**src/rtl/pipelined_controller.sv**
```systemverilog
// Control path for the 5-stage pipelined RV32I core: Decode-stage instruction decode
// plus the D/E, E/M and M/W control pipeline registers and Execute-stage PC-source select.

module single_cycle_controller #(
  parameter int ALU_CTRL_W   = 3,
  parameter int IMM_SRC_W    = 3,
  parameter int RESULT_SRC_W = 2
) (
  input  logic [6:0]              opcode,
  input  logic [2:0]              f3,
  input  logic                    f7_5,
  output logic                    reg_write,
  output logic [RESULT_SRC_W-1:0] result_src,
  output logic                    mem_write,
  output logic                    jump,
  output logic                    branch,
  output logic                    beq,
  output logic                    bne,
  output logic [ALU_CTRL_W-1:0]   alu_control,
  output logic                    alu_src,
  output logic                    jalr,
  output logic [IMM_SRC_W-1:0]    imm_src,
  output logic                    illegal_op
);

  localparam logic [6:0] OP_R      = 7'b0110011;
  localparam logic [6:0] OP_I      = 7'b0010011;
  localparam logic [6:0] OP_LOAD   = 7'b0000011;
  localparam logic [6:0] OP_STORE  = 7'b0100011;
  localparam logic [6:0] OP_BRANCH = 7'b1100011;
  localparam logic [6:0] OP_JAL    = 7'b1101111;
  localparam logic [6:0] OP_JALR   = 7'b1100111;
  localparam logic [6:0] OP_LUI    = 7'b0110111;

  typedef enum logic [1:0] {ALU_OP_ADD = 2'b00, ALU_OP_SUB = 2'b01, ALU_OP_FUNC = 2'b10} alu_op_e;
  alu_op_e alu_op;

  always_comb begin
    // NOTE: every output gets a default before the case, so no path can infer a latch.
    reg_write  = 1'b0;
    result_src = '0;
    mem_write  = 1'b0;
    jump       = 1'b0;
    branch     = 1'b0;
    alu_src    = 1'b0;
    jalr       = 1'b0;
    imm_src    = '0;
    illegal_op = 1'b0;
    alu_op     = ALU_OP_ADD;
    unique case (opcode)
      OP_R:      begin reg_write = 1'b1; alu_op = ALU_OP_FUNC; end
      OP_I:      begin reg_write = 1'b1; alu_src = 1'b1; alu_op = ALU_OP_FUNC; end
      OP_LOAD:   begin reg_write = 1'b1; alu_src = 1'b1; result_src = RESULT_SRC_W'(2'b01); end
      OP_STORE:  begin mem_write = 1'b1; alu_src = 1'b1; imm_src = IMM_SRC_W'(3'b001); end
      OP_BRANCH: begin branch = 1'b1; imm_src = IMM_SRC_W'(3'b010); alu_op = ALU_OP_SUB; end
      OP_JAL:    begin reg_write = 1'b1; jump = 1'b1; imm_src = IMM_SRC_W'(3'b011);
                       result_src = RESULT_SRC_W'(2'b10); end
      OP_JALR:   begin reg_write = 1'b1; jalr = 1'b1; alu_src = 1'b1;
                       result_src = RESULT_SRC_W'(2'b10); end
      OP_LUI:    begin reg_write = 1'b1; alu_src = 1'b1; imm_src = IMM_SRC_W'(3'b100); end
      default:   illegal_op = 1'b1;
    endcase
  end

  assign beq = branch && (f3 == 3'b000);
  assign bne = branch && (f3 == 3'b001);

  always_comb begin
    alu_control = ALU_CTRL_W'(3'b000);
    case (alu_op)
      ALU_OP_SUB:  alu_control = ALU_CTRL_W'(3'b001);
      ALU_OP_FUNC: begin
        case (f3)
          // Only register-register forms with f7[5] set subtract; addi never does.
          3'b000:  alu_control = (opcode[5] && f7_5) ? ALU_CTRL_W'(3'b001) : ALU_CTRL_W'(3'b000);
          3'b010:  alu_control = ALU_CTRL_W'(3'b101);
          3'b110:  alu_control = ALU_CTRL_W'(3'b011);
          3'b111:  alu_control = ALU_CTRL_W'(3'b010);
          default: alu_control = ALU_CTRL_W'(3'b000);
        endcase
      end
      default:     alu_control = ALU_CTRL_W'(3'b000);
    endcase
  end

endmodule

module pipelined_controller #(
  parameter int ALU_CTRL_W   = 3,
  parameter int IMM_SRC_W    = 3,
  parameter int RESULT_SRC_W = 2,
  parameter bit ENABLE_LT    = 1'b0
) (
  input  logic                    clk,
  input  logic                    rst,
  input  logic [6:0]              opcode,
  input  logic [2:0]              f3,
  input  logic [6:0]              f7,
  input  logic                    FlushE,
  input  logic                    ZeroE,
  input  logic                    LtE,
  output logic [IMM_SRC_W-1:0]    ImmSrcD,
  output logic                    IllegalD,
  output logic [ALU_CTRL_W-1:0]   ALUControlE,
  output logic                    ALUSrcE,
  output logic                    ResultSrcE0,
  output logic                    RegWriteE,
  output logic [1:0]              PCSrcE,
  output logic                    MemWriteM,
  output logic                    RegWriteM,
  output logic                    RegWriteW,
  output logic [RESULT_SRC_W-1:0] ResultSrcW
);

  typedef struct packed {
    logic                    reg_write;
    logic [RESULT_SRC_W-1:0] result_src;
    logic                    mem_write;
    logic                    jump;
    logic                    beq;
    logic                    bne;
    logic                    blt;
    logic                    bge;
    logic                    jalr;
    logic                    alu_src;
    logic [ALU_CTRL_W-1:0]   alu_control;
  } ctrl_t;

  typedef struct packed {
    logic                    reg_write;
    logic [RESULT_SRC_W-1:0] result_src;
    logic                    mem_write;
  } ctrl_m_t;

  ctrl_t   ctrl_d, de;
  ctrl_m_t em, mw;
  logic    branch_d, illegal_op_d, blt_d, bge_d, branch_ok_d, lt_e;

  wire unused_f7 = ^{f7[6], f7[4:0]};

  single_cycle_controller #(
    .ALU_CTRL_W  (ALU_CTRL_W),
    .IMM_SRC_W   (IMM_SRC_W),
    .RESULT_SRC_W(RESULT_SRC_W)
  ) u_decode (
    .opcode     (opcode),
    .f3         (f3),
    .f7_5       (f7[5]),
    .reg_write  (ctrl_d.reg_write),
    .result_src (ctrl_d.result_src),
    .mem_write  (ctrl_d.mem_write),
    .jump       (ctrl_d.jump),
    .branch     (branch_d),
    .beq        (ctrl_d.beq),
    .bne        (ctrl_d.bne),
    .alu_control(ctrl_d.alu_control),
    .alu_src    (ctrl_d.alu_src),
    .jalr       (ctrl_d.jalr),
    .imm_src    (ImmSrcD),
    .illegal_op (illegal_op_d)
  );

  // blt/bge reuse the branch decode's forced subtract; they only add the f3 match.
  assign blt_d       = ENABLE_LT && branch_d && (f3 == 3'b100);
  assign bge_d       = ENABLE_LT && branch_d && (f3 == 3'b101);
  assign ctrl_d.blt  = blt_d;
  assign ctrl_d.bge  = bge_d;
  assign branch_ok_d = ctrl_d.beq || ctrl_d.bne || blt_d || bge_d;
  assign IllegalD    = illegal_op_d || (branch_d && !branch_ok_d);

  // NOTE: the async clear acts on flops only; Decode stays combinational during reset.
  always_ff @(posedge clk or negedge rst) begin
    if (!rst) begin
      de <= '0;
      em <= '0;
      mw <= '0;
    end else begin
      de <= (FlushE || IllegalD) ? '0 : ctrl_d;
      em <= '{reg_write: de.reg_write, result_src: de.result_src, mem_write: de.mem_write};
      mw <= '{reg_write: em.reg_write, result_src: em.result_src, mem_write: 1'b0};
    end
  end

  assign lt_e = ENABLE_LT ? LtE : 1'b0;

  always_comb begin
    PCSrcE = 2'b00;
    if (de.jalr)
      PCSrcE = 2'b10;
    else if (de.jump || (de.beq && ZeroE) || (de.bne && !ZeroE) ||
             (de.blt && lt_e) || (de.bge && !lt_e))
      PCSrcE = 2'b01;
  end

  assign ALUControlE = de.alu_control;
  assign ALUSrcE     = de.alu_src;
  assign ResultSrcE0 = de.result_src[0];
  assign RegWriteE   = de.reg_write;
  assign MemWriteM   = em.mem_write;
  assign RegWriteM   = em.reg_write;
  assign RegWriteW   = mw.reg_write;
  assign ResultSrcW  = mw.result_src;

  wire unused_mw = mw.mem_write;

endmodule

```
**config.mk**
```make
export PLATFORM = sky130hd
export DESIGN_NAME = pipelined_controller
export DESIGN_NICKNAME = d
export VERILOG_FILES = /design/src/rtl/pipelined_controller.sv
export SDC_FILE = /design/constraint.sdc
export NUM_CORES = 1
export LEC_CHECK = 0
export ABC_AREA = 0
export BUFFER_PORTS_ARGS = -buffer_cell sky130_fd_sc_hd__buf_2
export CAP_MARGIN = 20
export CORE_MARGIN = 2
export CORE_UTILIZATION = 40
export CTS_BUF_LIST = sky130_fd_sc_hd__clkbuf_2
export DETAILED_ROUTE_END_ITERATION = 6
export GPL_TIMING_DRIVEN = 0
export PLACE_DENSITY = 0.74
export SYNTH_ARGS = -nofsm -noshare
export SYNTH_HDL_FRONTEND = slang
export SYNTH_SLANG_ARGS = --single-unit
export TNS_END_PERCENT = 30
```
**constraint.sdc**
```tcl
create_clock -name clk -period 1.5 [get_ports clk]
set_input_delay 0.15 -clock clk [delete_from_list [all_inputs] [get_ports clk]]
set_output_delay 0.15 -clock clk [all_outputs]
set_load 0.05 [all_outputs]
```
* Yosys cells after proc, flatten, opt, wreduce, memory -nomap -nowiden
Cells that the tools add are included.
** Cells by class
- Add/subtract/negate cells :: 0
- $mul :: 0
- Div/mod/pow operators :: 0
- $lt $le $gt $ge :: 0
- Equality and inequality tests :: 14
- Shift operators :: 0
- Multiplexer cells :: 16
- Bitwise gates (word level) :: 0
- Reductions and logical operators :: 20
** Operators by type and width (count)
- 3-bit one-hot mux with 4 select lines :: 2
- 7-bit by 6-bit equality test with 1-bit output (second input constant) :: 3
- 7-bit equality test (second input constant) :: 3
- 14-bit two-way mux :: 1
- 1-bit two-way mux :: 9
- 2-bit one-hot mux with 2 select lines :: 2
- 8-bit OR reduction :: 1
- 7-bit by 2-bit equality test with 1-bit output (second input constant) :: 1
- 7-bit by 5-bit equality test with 1-bit output (second input constant) :: 1
- 3-bit equality test (second input constant) :: 2
- 1-bit logical AND :: 6
- 1-bit logical OR :: 6
- 3-bit one-hot mux with 2 select lines :: 1
- 6-bit OR reduction :: 1
- 5-bit OR reduction :: 1
- 2-bit OR reduction :: 2
- 3-bit by 1-bit equality test with 1-bit output (second input constant) :: 1
- 3-bit by 2-bit equality test with 1-bit output (second input constant) :: 1
- 3-bit logical NOT :: 1
- 2-bit by 1-bit equality test with 1-bit output (second input constant) :: 1
- 2-bit equality test (second input constant) :: 1
- 1-bit logical NOT :: 2
- 2-bit two-way mux :: 1
** Storage, ports and cells
- Bits in registers :: 20
- Latch bits :: 0
- Bits in writable memories :: 0
- Memory bits (read-only) :: 0
- Bits of input ports :: 22
- Output and inout bits :: 17
- Logic and storage cells :: 65
- Memories kept :: 0

* Depth between registers and ports, before layout
- Depth after elaboration :: 9
- Mapped depth :: 9
- Gate-level depth less buffers :: 9

* By module
A second synthesis with hierarchy kept.
** Unflattened totals
- Cell total of the unflattened synthesis :: 91
- Area total of the unflattened synthesis :: 1039.7 µm²
** Modules (own cells, without submodules)
- pipelined_controller :: instances 1, cells each 45, area an instance 695.7 µm², seq. area each 475.5 µm²
- single_cycle_controller :: instances 1, cells each 46, area an instance 344.1 µm², seq. area each 0.0 µm²

* Least setup slack after synthesis
No wires, ideal clock.
- Path type :: input-to-output
- Start point :: input port opcode[3]
- End point :: output port ImmSrcD[2]
- Data arrival time :: 1876 ps
- Required time :: 1350 ps
- Setup slack :: -526 ps
- Cell stages on the path :: 2
- Buffers on the path :: 1
- Cells stage by stage :: clkbuf_1 nor4_1
** Between the ends
- Cells in the longest elaborated chain, start to end :: 2
- Elaborated cells between the ends (all ways) :: 5
- Classes of those cells :: 4 x eq/ne; 1 x mux
** Ends and longest elaborated chain
- from (decl) :: RTL line 96 : input logic [6:0] opcode,
- 7-bit by 6-bit equality test with 1-bit output or 7-bit equality test (tied branches) :: RTL line 50 : unique case (opcode)
- 3-bit one-hot mux with 4 select lines (*) :: RTL line 50
- to (decl) :: RTL line 102 : output logic [IMM_SRC_W-1:0] ImmSrcD,
Every way passes the cells marked *; elsewhere a longest branch is shown, timed or not.

* Worst setup path after layout
- Start point :: input port opcode[6]
- End point :: register de (netlist bit ALUControlE[2])
** Between the ends
- Cells in the longest elaborated chain, start to end :: 9
- Elaborated cells between the ends (all ways) :: 24
- Classes of those cells :: 10 x eq/ne; 5 x mux; 9 x reduce/logical
** Ends and longest elaborated chain
- parallel branches: the longest is 8 deep, another holds 7-bit by 6-bit equality test with 1-bit output
- 14-bit two-way mux (*) :: RTL line 178 : de <= (FlushE || IllegalD) ? '0 : ctrl_d;
- to (signal assigned) :: RTL line 178
- to (decl) :: RTL line 135 : ctrl_t ctrl_d, de;
Mark *: on every way between the ends.

==> results.rst <==
.. list-table::
   :header-rows: 1

   * - Metric
     - Value
   * - Detailed-placement wirelength estimate
     - 1380 um
   * - Core box area
     - 2190 um^2
   * - Post-synthesis cell count
     - 90
   * - Total length of routed wires
     - 1810 um
   * - Overall power
     - 841 uW
   * - Number of warning messages in the yosys log
     - 0
   * - Post-route minimum period
     - 1500 ps
   * - Slew at the pin with the worst max-slew slack
     - 394 ps
   * - Synth Net Count
     - 114
   * - # diodes
     - 0
   * - Clk root buf
     - sky130_fd_sc_hd__clkbuf_2
   * - Drt initial violations
     - 14
   * - Relative slew slack
     - 73.7%
   * - Arr. time, crit path
     - 1690 ps
   * - Clock tree from TritonCTS
     - yes
   * - Remaining DRCs
     - 0
   * - Sink count of the clock tree
     - 19
   * - Number of distinct library cells after synthesis
     - 32
   * - Detailed-route vias per instance
     - 4.90
   * - Final core area utilization
     - 54.0%
   * - First-pass GRT wire length
     - 2640 um
   * - Final cycle utilization of the critical path
     - 100%
   * - I/O Pins
     - 39
   * - Die Footprint
     - 2700 um^2
   * - Number of buffers on the longest clock path
     - 2
   * - Post-synthesis instance area
     - 918 um^2
   * - Number of antenna violations at the first check in global routing
     - 0
   * - Proportion of layout cells with a drive suffix above 1
     - 40.5%
   * - Sequential cell area
     - 475 um^2
   * - Area occupied by multi-input gates
     - 394 um^2
   * - Die X
     - 51.9 um
   * - Commonest cells after routing, fill and taps aside
     - 30 x sky130_fd_sc_hd__buf_2, 19 x sky130_fd_sc_hd__dfrtp_1, 9 x sky130_fd_sc_hd__nor2_1, 7 x sky130_fd_sc_hd__nand2_1
   * - Clock buffer count from CTS
     - 3
   * - Final net count
     - 151
   * - Launching element type of the critical path
     - primary input
   * - Number of port buffers
     - 30
   * - CTS H-tree depth
     - 1
   * - First-pass detailed-route iteration total
     - 4
   * - Leak pwr
     - 0.631 nW
   * - PwrDens
     - 710 nW/um^2
   * - Most common cell after layout, fill and taps aside
     - sky130_fd_sc_hd__buf_2
   * - Number of global-route vias before repair
     - 612
   * - Last weighted congestion value of the routability-driven placer
     - 0.810
   * - Grt total ovfl
     - 0
   * - Maximum clock rate
     - 667 MHz
   * - Kind of critical path
     - primary input to register
   * - Hold Slack
     - 40.6 ps
   * - Type of the tightest min-delay check
     - primary input to register
   * - Antenna Violating Nets Remaining
     - 0
   * - Largest net degree at the start of global routing
     - 20
   * - # Max-Cap Violations
     - 0
   * - Row count
     - 17
   * - Final hold violations
     - 0
   * - Global-route usage over all layers
     - 13.5%
   * - Setup violation total in the final timing report
     - 0
   * - Final sum of negative setup slack
     - 0 ps
   * - Status
     - complete, no violations
   * - Routed length per placed instance
     - 11.7 um
   * - Register clock-pin slew on the reported worst setup and hold paths
     - 150 ps
   * - Flops & latches, synth
     - 19
   * - Area Growth Syn to Fin
     - 28.9%
   * - Post-synthesis sequential area ratio
     - 51.8%
   * - Largest fanout of any net on the critical path
     - 10
   * - Clock latency at the later pin of the worst-skew pair
     - 290 ps
   * - Die boundary height
     - 51.9 um
   * - Peak supply drop
     - 353 uV
   * - Endpoint required time on the critical path
     - 1690 ps
   * - Category of the worst setup path capture point
     - register
   * - Number of max-slew violations in the final report
     - 0
   * - Fill count
     - 209
   * - Buffer count from post-CTS setup fixing
     - 0
   * - Initial core utilization
     - 41.9%
   * - Maximum clock skew at final layout
     - 0.866 ps
   * - Synthesized area per cell
     - 10.2 um^2
   * - Routed vias
     - 755
==> layer usage <==
metal | track usage (%) | up-vias | wire (um)
li1 | - | 384 | -
met1 | 16.7 | 342 | 759
met2 | 22.4 | 25 | 928
met3 | 2.59 | 4 | 83
met4 | 6.58 | 0 | 33
met5 | 0 | - | 0
==> critical path, stage by stage <==
cell and delay [ps]:
sky130_fd_sc_hd__buf_2 140, sky130_fd_sc_hd__buf_2 190, sky130_fd_sc_hd__nor4_2 330, sky130_fd_sc_hd__nand2_1 130, sky130_fd_sc_hd__inv_1 70, sky130_fd_sc_hd__ha_1 140
sky130_fd_sc_hd__nor2b_2 170, sky130_fd_sc_hd__nand3_1 100, sky130_fd_sc_hd__a211oi_1 270
==> registers in the layout, summed over array words and instances, names as in the netlist <==
name / cells
RegWriteW: 1
ResultSrcW: 2
ALUSrcE: 1
MemWriteM: 1
ALUControlE: 3
ResultSrcE0: 1
em: 2
RegWriteM: 1
RegWriteE: 1
de: 6
==> cells by family (layout without fill, tap and decap cells) <==
family	Yosys count	count (layout)	synth area share, %
flip-flops	19	19	51.8
AO/OA/AOI/OAI	13	13	9.81
adder cells (fa/ha/maj)	2	2	2.72
AND/OR/NAND/NOR	43	43	27.7
buffers and inverters	13	49	8.04
==> cells in the mapped netlist (all sizes together) <==
cell	number	area share, %
nor3	3	1.6
o2111a	1	1.2
and2	1	0.68
nor2	9	3.7
nand4	1	2.3
a211oi	2	1.6
nand2b	1	0.68
nand2	7	2.9
or3b	1	0.95
or4	2	2.0
nor2b	3	2.9
clkbuf	1	0.41
nand3	5	2.7
nand3b	1	0.82
or2	1	0.68
nand4b	1	0.95
o22ai	1	0.68
inv	5	2.0
a211o	1	0.95
and3	3	2.0
nor4	4	2.7
o22a	1	0.95
o21ai	1	0.54
ha	2	2.7
o21a	2	1.6
dfrtp	19	52
a21oi	4	2.2
buf	7	5.6
==> path summary, 6_finish.rpt <==
path | start | endpoint | slack, ps | cells after the start
worst max-delay path | opcode[6] | ALUControlE[2] | 0.04 | 9
worst min-delay path | f3[0] | de[8] | 40 | 2
worst max register to register | ResultSrcE0 | em[1] | 1000 | 0
worst min register to register | de[10] | MemWriteM | 370 | 0
max in group asynchronous | rst | MemWriteM | 930 | 2
min in group asynchronous | rst | de[12] | 290 | 2
==> per-stage QoR <==
stage | instances | cell area, um^2 | setup WS (ps)
2_1_floorplan | 90 | 925 | -301
3_3_place_gp | 148 | 1110 | -239
3_5_place_dp | 148 | 1110 | -308
4_1_cts | 152 | 1140 | 15.0
5_1_grt | 154 | 1180 | -56.7
6_report | 154 | 1180 | 0.0406
==> final cells by class <==
type	instances	area share (%)
Sequential cell	19	40.2
Multi-Input combinational cell	58	33.3
Timing Repair Buffer	33	15.8
Buffer	7	4.55
Tap cell	28	2.96
Inverter	5	1.59
Clock buffer	3	1.27
Clock inverter	1	0.423
==> repair_timing <==
item                                   CTS  global route
hold buffers                             1             2
endpoints found under the hold margin   19             2
gates resized for setup                  2             5
pin swaps                                0             1
setup endpoints to repair                1             3
==> report_power, final <==
| part | internal, mW | leakage (nW) | switching, mW |
|---|---|---|---|
| sequential | 0.515 | 0.265 | 0.000623 |
| combinational | 0.0459 | 0.350 | 0.0805 |
| clock | 0.0604 | 0.0164 | 0.139 |
(Power assumes the default switching activity.)
